### config.mk
export PLATFORM = sky130hd
export DESIGN_NAME = ctrl_decode_pipe
export DESIGN_NICKNAME = d
export VERILOG_FILES = /design/src/rtl/ctrl_decode_pipe.sv
export SDC_FILE = /design/constraint.sdc
export NUM_CORES = 1
export LEC_CHECK = 0
export CAP_MARGIN = 0
export CORE_ASPECT_RATIO = 1.5
export CORE_UTILIZATION = 40
export DETAILED_ROUTE_END_ITERATION = 8
export PLACE_DENSITY_LB_ADDON = 0.15
export SYNTH_ARGS = -nofsm -noshare
export SYNTH_HDL_FRONTEND = slang
export SYNTH_SLANG_ARGS = --single-unit
### constraint.sdc
create_clock -name clk -period 2.4 [get_ports clk]
set_input_delay 0.48 -clock clk [delete_from_list [all_inputs] [get_ports clk]]
set_output_delay 0.48 -clock clk [all_outputs]
set_load 0.05 [all_outputs]
### src/rtl/ctrl_decode_pipe.sv
// ctrl_decode_pipe: RV32I(+M) instruction decoder with registered control bundle, valid/ready handshake and multi-cycle M hold
module ctrl_decode_pipe #(
  parameter bit ENABLE_M = 1'b1,
  parameter int MDU_LAT = 4,
  parameter int ALU_OP_W = 5
) (
  input  logic                clk,
  input  logic                rst_n,
  input  logic                in_valid,
  output logic                in_ready,
  input  logic [31:0]         instr,
  input  logic                flush,
  output logic                out_valid,
  input  logic                out_ready,
  output logic                reg_write,
  output logic                mem_write,
  output logic                alu_src_imm,
  output logic                is_branch,
  output logic                is_jal,
  output logic                is_jalr,
  output logic                illegal,
  output logic [ALU_OP_W-1:0] alu_op,
  output logic [2:0]          imm_src,
  output logic [1:0]          result_src,
  output logic [2:0]          funct3_q,
  output logic [4:0]          rd,
  output logic [4:0]          rs1,
  output logic [4:0]          rs2
);
  localparam logic [0:0] IDLE = 1'b0;
  localparam logic [0:0] BUSY = 1'b1;
  logic [0:0] state;
  logic [3:0] cnt;
  logic [31:0] pend, src;
  logic accept, m_op, issue_m, load;
  logic d_ill, d_rw, d_mw, d_asi, d_br, d_jal, d_jalr;
  logic [ALU_OP_W-1:0] d_alu;
  logic [2:0] d_imm, f3;
  logic [1:0] d_res;
  function automatic logic [3:0] arith(input logic [2:0] f, input logic alt);
    return f == 3'd0 ? (alt ? 4'd1 : 4'd0) : f == 3'd1 ? 4'd2 : f == 3'd2 ? 4'd3 :
           f == 3'd3 ? 4'd4 : f == 3'd4 ? 4'd5 : f == 3'd5 ? (alt ? 4'd7 : 4'd6) :
           f == 3'd6 ? 4'd8 : 4'd9;
  endfunction
  // M ops are decoded from the captured copy once the hold expires
  assign src = (state == BUSY) ? pend : instr;
  assign f3 = src[14:12];
  assign in_ready = (state == IDLE) && (!out_valid || out_ready);
  assign accept = in_valid && in_ready && !flush;
  assign m_op = ENABLE_M && instr[6:0] == 7'b0110011 && instr[31:25] == 7'b0000001;
  assign issue_m = state == BUSY && cnt == 4'd0 && (!out_valid || out_ready) && !flush;
  assign load = (accept && !m_op) || issue_m;
  always_comb begin
    d_ill = 1'b0;
    d_rw = 1'b0;
    d_mw = 1'b0;
    d_asi = 1'b0;
    d_br = 1'b0;
    d_jal = 1'b0;
    d_jalr = 1'b0;
    d_imm = 3'b000;
    d_res = 2'b00;
    d_alu = '0;
    case (src[6:0])
      7'b0110011: begin
        d_rw = 1'b1;
        if (src[31:25] == 7'b0000001) begin
          d_alu = ALU_OP_W'({2'b10, f3});
          d_ill = !ENABLE_M;
        end else d_alu = ALU_OP_W'(arith(f3, src[30]));
      end
      7'b0010011: begin
        d_rw = 1'b1;
        d_asi = 1'b1;
        d_alu = ALU_OP_W'(arith(f3, src[30] && f3 == 3'b101));
      end
      7'b0000011: begin
        d_rw = 1'b1;
        d_asi = 1'b1;
        d_res = 2'b01;
      end
      7'b0100011: begin
        d_mw = 1'b1;
        d_asi = 1'b1;
        d_imm = 3'b010;
      end
      7'b1100011: begin
        d_br = 1'b1;
        d_alu = ALU_OP_W'(1);
        d_imm = 3'b011;
        d_ill = f3[2:1] == 2'b01;
      end
      7'b0110111: begin
        d_rw = 1'b1;
        d_asi = 1'b1;
        d_imm = 3'b001;
        d_alu = ALU_OP_W'(10);
      end
      7'b0010111: begin
        d_rw = 1'b1;
        d_asi = 1'b1;
        d_imm = 3'b001;
      end
      7'b1101111: begin
        d_rw = 1'b1;
        d_jal = 1'b1;
        d_imm = 3'b100;
        d_res = 2'b10;
      end
      7'b1100111: begin
        d_rw = 1'b1;
        d_jalr = 1'b1;
        d_asi = 1'b1;
        d_res = 2'b10;
      end
      default: d_ill = 1'b1;
    endcase
    if (d_ill) begin
      {d_rw, d_mw, d_asi, d_br, d_jal, d_jalr, d_imm, d_res} = '0;
      d_alu = '0;
    end
  end
  always_ff @(posedge clk or negedge rst_n) begin
    if (!rst_n) begin
      state <= IDLE;
      cnt <= '0;
      pend <= '0;
      out_valid <= 1'b0;
      {reg_write, mem_write, alu_src_imm, is_branch, is_jal, is_jalr, illegal} <= '0;
      {alu_op, imm_src, result_src, funct3_q, rd, rs1, rs2} <= '0;
    end else if (flush) begin
      state <= IDLE;
      cnt <= '0;
      out_valid <= 1'b0;
    end else begin
      if (load) begin
        out_valid <= 1'b1;
        {reg_write, mem_write, alu_src_imm, is_branch, is_jal, is_jalr, illegal} <=
          {d_rw, d_mw, d_asi, d_br, d_jal, d_jalr, d_ill};
        {alu_op, imm_src, result_src, funct3_q, rd, rs1, rs2} <=
          {d_alu, d_imm, d_res, f3, src[11:7], src[19:15], src[24:20]};
      end else if (out_ready) out_valid <= 1'b0;
      if (state == IDLE && accept && m_op) begin
        state <= BUSY;
        cnt <= 4'(MDU_LAT - 1);
        pend <= instr;
      end else if (state == BUSY) begin
        if (cnt != 4'd0) cnt <= cnt - 4'd1;
        if (issue_m) state <= IDLE;
      end
    end
  end
endmodule
# ---- After elaboration in Yosys (flattened, before gate mapping)
# Cells that the tools add are included.
dict set report totals {
  ff_bits 73
  in_bits 37
  output_inout_bits 37
  elab_cells 119
}
dict set report op_classes {
  addsub 1
  eq_ne 19
  n_mux 49
  n_bitwise 2
  reduce_logical 30
}
# cell count
set ops {}
lappend ops {{$mux W4} 16}
lappend ops {{$mux W32} 1}
lappend ops {{$eq A7 B6 Y1 const B} 4}
lappend ops {{$mux W1} 24}
lappend ops {{$eq A7 B7 Y1 const B} 3}
lappend ops {{$pmux W5 S4} 1}
lappend ops {{$eq A7 B1 Y1 const B} 2}
lappend ops {{$eq A7 B5 Y1 const B} 2}
lappend ops {{$pmux W3 S4} 1}
lappend ops {{$logic_and A1 B1 Y1} 11}
lappend ops {{$mux W5} 2}
lappend ops {{$eq A3 B3 Y1 const B} 3}
lappend ops {{$reduce_bool A3 Y1} 3}
lappend ops {{$reduce_or A8 Y1} 1}
lappend ops {{$eq A7 B2 Y1 const B} 1}
lappend ops {{$reduce_or A7 Y1} 1}
lappend ops {{$eq A3 B2 Y1 const B} 2}
lappend ops {{$reduce_and A2 Y1} 3}
lappend ops {{$reduce_or A6 Y1} 1}
lappend ops {{$logic_not A4 Y1} 1}
lappend ops {{$pmux W2 S2} 1}
lappend ops {{$reduce_bool A4 Y1} 1}
lappend ops {{$reduce_or A2 Y1} 2}
lappend ops {{$sub A4 B1 Y4 const B} 1}
lappend ops {{other kinds (9)} 13}

# ---- Longest topological paths before layout
# Gate-level depths: netlist of the first run.
dict set report logic_depth {
  depth_word 12
  depth_mapped 10
  depth_no_buf 8
}

# ---- Worst setup path before layout of the first run
# Ideal clock, no wire load.
dict set report synth_path {
  kind {reg2out}
  start {reg state}
  end {out in_ready}
  arrival_ps 2063
  required_ps 1920
  setup_slack_ps -143
  path_stages_with_launch 8
  path_buffers 6
  path_cell_list {dfrtp_1 -> buf_6 -> buf_4 -> buf_2 -> buf_2 -> buf_2 -> buf_2 -> nor2_1}
}
dict set report synth_via {
  elab_chain_len 2
}
# element line
set synth_rtl {}
lappend synth_rtl {{start, declared} 32} ;# logic [0:0] state;
lappend synth_rtl {{start signal, assigned} 125} ;# state <= IDLE;
lappend synth_rtl {{start signal, assigned} 132} ;# state <= IDLE;
lappend synth_rtl {{start signal, assigned} 144} ;# state <= BUSY;
lappend synth_rtl {{$not A1 Y1} 48} ;# assign in_ready = (state == IDLE) && (!out_valid || out_ready);
lappend synth_rtl {{$logic_and A1 B1 Y1} 48}
lappend synth_rtl {{end, declared} 10} ;# output logic in_ready,
# Every way passes these cells.

# ---- Worst setup path after layout of the first run
dict set report layout_path {
  start {reg cnt[0]}
  end {reg alu_op[3]}
}
dict set report layout_via {
  elab_chain_len 6
}
# element line
set layout_rtl {}
lappend layout_rtl {{start, declared} 33} ;# logic [3:0] cnt;
lappend layout_rtl {{start signal, assigned} 145} ;# cnt <= 4'(MDU_LAT - 1);
lappend layout_rtl {{start signal, assigned} 148} ;# if (cnt != 4'd0) cnt <= cnt - 4'd1;
lappend layout_rtl {{$logic_not A4 Y1} 51} ;# assign issue_m = state == BUSY && cnt == 4'd0 && (!out_valid || out_ready) && !flush;
lappend layout_rtl {{$logic_and A1 B1 Y1 (3 in series)} 51}
lappend layout_rtl {{$logic_or A1 B1 Y1} 52} ;# assign load = (accept && !m_op) || issue_m;
lappend layout_rtl {{$reduce_and A2 Y1 (no line)} --}
lappend layout_rtl {{end signal, assigned} 140} ;# {alu_op, imm_src, result_src, funct3_q, rd, rs1, rs2} <=
lappend layout_rtl {{end, declared} 22} ;# output logic [ALU_OP_W-1:0] alu_op,
# Every way passes these cells.
# A chain may end at the register's enable or synchronous reset.

==> results of run 1 <==
[where the power goes]
group          internal (W)  total, W  switching [W]
Clock              0.000931   0.00141       0.000477
Combinational      0.000219  0.000548       0.000329
Sequential          0.00126   0.00129      0.0000275
Total               0.00241   0.00325       0.000834
[state kept, by name (all words and copies together) (netlist names)]
register	cells
alu_op	5
alu_src_imm	1
cnt	4
funct3_q	3
illegal	1
imm_src	2
is_branch	1
is_jal	1
is_jalr	1
mem_write	1
out_valid	1
pend	32
rd	5
reg_write	1
result_src	2
rs1	5
rs2	5
state	1
[worst paths after layout]
check                         start         to  slack (ns)  cells after the start
min                           rst_n    pend[6]        0.02                      1
max in group asynchronous     rst_n    pend[8]        1.79                      2
min reg2reg                pend[25]   pend[25]        0.48                      1
min in group clk           pend[25]   pend[25]        0.48                      1
max reg2reg                  cnt[0]  alu_op[3]        0.16                      8
max                          cnt[0]  alu_op[3]        0.16                      8
[per-layer routing]
metal / global-route usage / vias up / routed length [um] / part of all wire
met3: 0.0539 / 14 / 356 / 0.044
met1: 0.225 / 1355 / 3280 / 0.41
li1: - / 1378 / - / -
met4: 0.0827 / 0 / 156 / 0.019
met2: 0.341 / 71 / 4280 / 0.53
met5: 0 / - / 0 / 0
[cell usage after synthesis (2+ instances only)]
cell / count / area (um2)
sky130_fd_sc_hd__a41o_1: 2 / 20.0
sky130_fd_sc_hd__or4b_2: 2 / 20.0
sky130_fd_sc_hd__and3_1: 2 / 12.5
sky130_fd_sc_hd__a32o_1: 7 / 70.1
sky130_fd_sc_hd__o31ai_1: 2 / 15.0
sky130_fd_sc_hd__clkbuf_1: 5 / 18.8
sky130_fd_sc_hd__nor3_1: 6 / 30.0
sky130_fd_sc_hd__nand2_1: 32 / 120
sky130_fd_sc_hd__buf_4: 3 / 22.5
sky130_fd_sc_hd__o21ai_0: 26 / 130
sky130_fd_sc_hd__nand3b_1: 3 / 22.5
sky130_fd_sc_hd__dfrtp_1: 72 / 1800
sky130_fd_sc_hd__nand2b_1: 2 / 12.5
sky130_fd_sc_hd__mux2_2: 23 / 259
sky130_fd_sc_hd__nor4_1: 4 / 25.0
sky130_fd_sc_hd__a31oi_1: 2 / 12.5
sky130_fd_sc_hd__nor2b_1: 11 / 68.8
sky130_fd_sc_hd__nand4b_1: 2 / 17.5
sky130_fd_sc_hd__a22o_1: 3 / 26.3
sky130_fd_sc_hd__nor3b_1: 3 / 22.5
sky130_fd_sc_hd__nor4b_1: 4 / 35.0
sky130_fd_sc_hd__a211oi_1: 2 / 15.0
sky130_fd_sc_hd__nor2_2: 2 / 12.5
sky130_fd_sc_hd__nand3_1: 3 / 15.0
sky130_fd_sc_hd__nor2_1: 22 / 82.6
sky130_fd_sc_hd__mux2i_1: 24 / 240
sky130_fd_sc_hd__buf_2: 6 / 30.0
sky130_fd_sc_hd__inv_1: 9 / 33.8
sky130_fd_sc_hd__a21oi_1: 6 / 30.0
sky130_fd_sc_hd__buf_6: 2 / 22.5
sky130_fd_sc_hd__or2_2: 7 / 43.8
[cell type report]
| class | count | area, um2 | area share |
|---|---|---|---|
| clock buffers | 10 | 239 | 0.0483 |
| clock inverters | 6 | 82.6 | 0.0167 |
| inverters | 9 | 33.8 | 0.00683 |
| multi-input cells | 224 | 1570 | 0.317 |
| flip-flops and latches | 72 | 1800 | 0.365 |
| well taps | 107 | 134 | 0.0271 |
| repair buffers | 116 | 1080 | 0.219 |
[worst reg2reg max path, stage by stage, from the launching register on]
cell,delay (ns)
sky130_fd_sc_hd__dfrtp_1,0.38
sky130_fd_sc_hd__inv_1,0.09
sky130_fd_sc_hd__ha_1,0.19
sky130_fd_sc_hd__or3b_2,0.50
sky130_fd_sc_hd__nor2_1,0.13
sky130_fd_sc_hd__a22oi_2,0.14
sky130_fd_sc_hd__a21o_2,0.24
sky130_fd_sc_hd__nand3b_1,0.25
sky130_fd_sc_hd__o21ai_0,0.23
[logic make-up (layout without fill, tap and decap cells)]
family | Yosys count | count (layout) | synth area share
mux | 48 | 48 | 0.147
buf+inv | 25 | 141 | 0.0366
compound gates | 63 | 63 | 0.122
xor+xnor | 2 | 2 | 0.00502
fa+ha+maj | 2 | 2 | 0.00645
flops | 72 | 72 | 0.516
simple gates | 109 | 109 | 0.166
[through the flow]
step / power, W / setup WS, ns / area [um2] / hold WS, ns
2_1_floorplan: 0.00160 / 0.0786 / 3490 / 0.184
4_1_cts: 0.00330 / 0.0668 / 4940 / 0.0113
3_3_place_gp: 0.00186 / -0.162 / 4620 / 0.371
3_5_place_dp: 0.00187 / -0.147 / 4620 / 0.366
5_1_grt: 0.00339 / 0.00863 / 4940 / 0.0188
6_report: 0.00325 / 0.157 / 4940 / 0.0168
[what timing repair did]
item / 4_1_cts / 5_1_grt
setup endpoints to repair: 0 / 10
setup buffers: 0 / 0
resized for setup: 0 / 1
==> flow_summary.rst, run 1 <==
.. list-table::
   :header-rows: 1

   * - Metric
     - Value
   * - Type of the most critical hold path
     - in2async
   * - Count of cell types in the netlist
     - 53
   * - Sequential element share of the synthesized area
     - 0.516
   * - HPWL reported at the end of detailed placement
     - 6060 um
   * - Power density relative to cell area
     - between 600 and 700 nW/um2
   * - Number of levels in the clock H-tree
     - 3
   * - Maximum cell stage delay along the critical path
     - 0.50 ns
   * - DRC violation count after routing
     - 0
   * - Maximum fanout count along the critical path
     - 4
   * - Number of top-level pins
     - between 70 and 80
   * - CTS tree
     - done
   * - Number of endpoints failing setup at the final stage
     - 0
   * - Via count of the first global-routing pass
     - 2,837
   * - Total global routing overflow
     - 0
   * - Starting Density
     - 0.415
   * - Highest achievable clock rate
     - approximately 450 MHz
   * - First drt pass iteration count
     - 4
   * - Tmin final
     - 2.24 ns
   * - Worst-Skew Late Latency
     - 0.33 ns
   * - Highest ir drop seen on vdd
     - around 0.59 mV
   * - Number of enable-type register cells in the synthesized netlist
     - 0
   * - YS warnings
     - 0
   * - Port buffer count
     - 73
   * - Endpoints failing hold
     - 0
   * - Cell leakage power
     - 2.21 nW
   * - Aggregate global-route resource usage
     - 0.195
   * - Worst path required time
     - approximately 2.6 ns
   * - DRT iter0 DRCs
     - 138
   * - DIE WIDTH
     - between 70 and 80 um
   * - First-pass GRT wire length
     - 13,500 um
   * - RSZ-0062 raised after global routing
     - false
   * - Maximum number of buffers from clock root to sink
     - 2
   * - Most frequent cells in the layout
     - sky130_fd_sc_hd__dfrtp_1 (71), sky130_fd_sc_hd__clkdlybuf4s50_1 (71), sky130_fd_sc_hd__buf_4 (41)
   * - Nature of the critical path startpoint
     - flip-flop
   * - Final Non-Filler Cells
     - about 540
   * - Sum of negative setup slack
     - 0 ns
   * - Clock Skew
     - 0.00487 ns
   * - Synth Flop Type
     - sky130_fd_sc_hd__dfrtp_1
   * - Quantity of hold-fixing buffers added after cts
     - 0
   * - Clock-pin slew on the worst setup and hold paths
     - 0.05 ns
   * - Maximum number of pins on one net before global-route repair
     - 41
   * - Wire length reported by the detailed router
     - 8070 um
   * - Max-cap violations
     - 0
   * - Core Region
     - 8410 um2
   * - Final-report max-slew violation count
     - 0
   * - Asr flop ratio synth
     - 1.00
   * - CP arrival
     - 2.48 ns
   * - Sinks on the clock net
     - ~70
   * - Number of nets produced by synthesis
     - roughly 360
   * - Clock buffer count from CTS
     - 9
   * - Number of antenna violations at the first check in global routing
     - 0
   * - CTS Root Buffer Type
     - sky130_fd_sc_hd__clkbuf_16
   * - Post-layout util
     - 0.588
   * - Cells traversed along the worst timing path
     - inv_1 > ha_1 > or3b_2 > nor2_1 > a22oi_2 > a21o_2 > nand3b_1 > o21ai_0
   * - DR vias
     - between 2,000 and 3,000
   * - Mean instance size in the synthesized netlist
     - 10.9 um2
   * - Synthesized cell area
     - between 3000 and 4000 um2
   * - Yosys reg bits
     - between 70 and 80
   * - Post-route antenna net violation count
     - 0
   * - Number of placed instances with taps included
     - 528
   * - Slew of the pin with the lowest slew margin
     - 0.508 ns
   * - Final weighted congestion in routability-driven placement
     - 0.814
   * - Routed wire per std cell
     - 14.8 um
   * - ANT cells
     - 0
   * - Die Span Y
     - around 120 um
   * - Area Growth Syn to Fin
     - 41.7%
   * - Net count, final
     - 470
   * - Critical path capture point type
     - flip-flop
   * - Category of the most critical setup path
     - reg2reg
   * - Category of cells accounting for the largest share of critical-path delay
     - simple AND/OR/NAND/NOR gates
   * - Number of core rows
     - 41
   * - Vias per cell
     - 5.18
   * - Status
     - complete, no violations
   * - CP max-delay cell
     - sky130_fd_sc_hd__or3b_2
   * - Synth Instances
     - about 320
   * - Crit path buffers/inverters
     - 1
   * - Total die area
     - approximately 9100 um2
   * - Ratio of final minimum period to clock period
     - 0.935
   * - Fillcell total
     - 765
   * - Worst slew margin relative to its limit
     - 0.660
   * - Share of final-layout standard cells stronger than drive strength 1
     - 0.238
Note: power is estimated with default switching activity, not from simulation.
==> run 2: changes to the inputs <==
Settings changed: CORE_UTILIZATION 40 to 50.
==> run 2 against run 1 <==
Effect of this change: die area decreased by 20%; sequential share of layout area increased by 1.5 points; clock skew increased by 0.0021 ns; clock power decreased by 25%.
==> flow_summary.rst, run 2 (same netlist as run 1, synthesis figures left out) <==
.. list-table::
   :header-rows: 1

   * - Metric
     - Value
   * - Core Region
     - 6620 um2
   * - Nature of the critical path startpoint
     - input port
   * - DIE WIDTH
     - 70.2 um
   * - Power density relative to cell area
     - 609 nW/um2
   * - Critical path capture point type
     - flip-flop
   * - Routed wire per std cell
     - 15.9 um
   * - Total global routing overflow
     - 0
   * - Most flop-heavy register
     - pend
   * - Clock-pin slew on the worst setup and hold paths
     - roughly 0.080 ns
   * - Total die area
     - 7320 um2
   * - Number of instances resized during post-cts repair
     - 0
   * - Cell leakage power
     - 2.13 nW
   * - Sw Share
     - 0.281
   * - Number of top-level pins
     - 74
   * - Most frequent cells in the layout
     - sky130_fd_sc_hd__dfrtp_1 (71), sky130_fd_sc_hd__clkdlybuf4s50_1 (71), sky130_fd_sc_hd__buf_4 (37)
   * - Clock network fraction of total power
     - 0.367
   * - HPWL reported at the end of detailed placement
     - 5860 um
   * - Tmin final
     - 2.20 ns
   * - CP arrival
     - 2.44 ns
   * - Via count of the first global-routing pass
     - 2,881
   * - Worst path required time
     - 2.64 ns
   * - First drt pass iteration count
     - 5
   * - Worst slew margin relative to its limit
     - 0.559
   * - RSZ-0062 raised after global routing
     - false
   * - DR vias
     - 2,860
   * - Worst-Skew Late Latency
     - 0.35 ns
   * - Part of the power in combinational logic
     - 0.188
   * - Met1 WL
     - about 3300 um
   * - Clock Skew
     - 0.00702 ns
   * - Number of levels in the clock H-tree
     - 3
   * - Highest achievable clock rate
     - 455 MHz
   * - First-pass GRT wire length
     - 13,300 um
   * - Portion of total power attributed to sequential cells
     - 0.445
   * - Status
     - complete, no violations
   * - ANT cells
     - 0
   * - Worst setup path start
     - instr[2]
   * - Highest ir drop seen on vdd
     - between 0.5 and 0.6 mV
   * - Clock buffer count from CTS
     - 9
   * - Sinks on the clock net
     - 72
   * - CTS tree
     - done
   * - Sum of negative setup slack
     - 0 ns
   * - Wire length on met3
     - a little over 400 um
   * - Share of final-layout standard cells stronger than drive strength 1
     - 0.229
   * - DRT iter0 DRCs
     - 137
   * - Number of endpoints failing setup at the final stage
     - 0
   * - DRC violation count after routing
     - 0
   * - Post-route antenna net violation count
     - 0
   * - Category of the most critical setup path
     - in2reg
   * - Aggregate global-route resource usage
     - 0.231
   * - Vias per cell
     - 5.63
   * - RR Startpoint
     - state
   * - Max-cap violations
     - 0
   * - Slew of the pin with the lowest slew margin
     - 0.661 ns
   * - Final Total Pwr
     - 0.00289 W
   * - P_sw
     - 0.000813 W
   * - Final-report max-slew violation count
     - 0
   * - CTS Root Buffer Type
     - sky130_fd_sc_hd__clkbuf_8
   * - Internal portion of total power
     - approximately 0.0021 W
   * - Type of the most critical hold path
     - in2async
   * - Wire length reported by the detailed router
     - 8060 um
   * - Final weighted congestion in routability-driven placement
     - 0.795
   * - Number of buffers added for setup after CTS
     - 0
   * - Maximum number of buffers from clock root to sink
     - 2
   * - Port buffer count
     - 73
   * - Endpoints failing hold
     - 0
   * - Area Growth Syn to Fin
     - 36.2%
   * - Number of core rows
     - 36
   * - Ratio of final minimum period to clock period
     - 0.916
   * - Die Span Y
     - 104 um
   * - Highest metal layer used by the detailed router
     - met4
   * - Number of antenna violations at the first check in global routing
     - 0
   * - Maximum number of pins on one net before global-route repair
     - 46
   * - Max reg flops
     - 32
   * - Quantity of hold-fixing buffers added after cts
     - 0
   * - Met2 wirelength from detailed routing
     - 4100 um
   * - Maximum fanout count along the critical path
     - 11
   * - Net count, final
     - 465
   * - Starting Density
     - 0.527
run 2: routing by layer:
layer / GRT usage / vias to the layer above
li1: - / 1366
met1: 0.279 / 1400
met2: 0.381 / 76
met3: 0.0591 / 18
met4: 0.110 / 0
met5: 0 / -
run 2: worst max-delay path: stages:
cell and delay [ns]:
sky130_fd_sc_hd__clkdlybuf4s50_1 0.47, sky130_fd_sc_hd__mux2_2 0.30, sky130_fd_sc_hd__or4_4 0.55, sky130_fd_sc_hd__nor2b_2 0.15, sky130_fd_sc_hd__a21o_2 0.17, sky130_fd_sc_hd__nor2_4 0.07
sky130_fd_sc_hd__a32o_1 0.26
run 2: per-stage QoR:
step | std cells | instance area (um2) | hold slack, ns | worst slack, ns | util
floorplan | 321 | 3490 | 0.184 | 0.0786 | -
global placement | 492 | 4530 | 0.461 | -0.0972 | 0.684
detailed placement | 492 | 4530 | 0.466 | -0.175 | 0.684
CTS | 508 | 4750 | 0.168 | 0.110 | 0.717
global route | 508 | 4750 | 0.202 | 0.0283 | 0.718
finish | 508 | 4750 | 0.150 | 0.201 | 0.718
run 2: final cells by class:
cell class              count  area (um2)
well taps                  76        95.1
clock buffers              10         138
repair buffers            111        1030
multi-input cells         224        1570
inverters                   9        33.8
fillers                   531        1870
flip-flops and latches     72        1800
clock inverters             6        82.6
run 2: power by group through the flow:
stage / Sequential, W / Combinational (W) / Clock [W]
4_1_cts: 0.00129 / 0.000549 / 0.00107
3_3_place_gp: 0.00131 / 0.000538 / 0
3_5_place_dp: 0.00131 / 0.000545 / 0
5_1_grt: 0.00129 / 0.000577 / 0.00112
6_report: 0.00129 / 0.000543 / 0.00106
2_1_floorplan: 0.00149 / 0.000109 / 0
run 2: final timing paths:
path | endpoint | slack (ns) | cells past startpoint
max | imm_src[1] | 0.20 | 7
min | pend[29] | 0.15 | 1
max reg2reg | imm_src[1] | 0.20 | 6
min reg2reg | rs1[3] | 0.48 | 2
max in group asynchronous | mem_write | 1.58 | 2
min in group clk | rs1[3] | 0.48 | 2
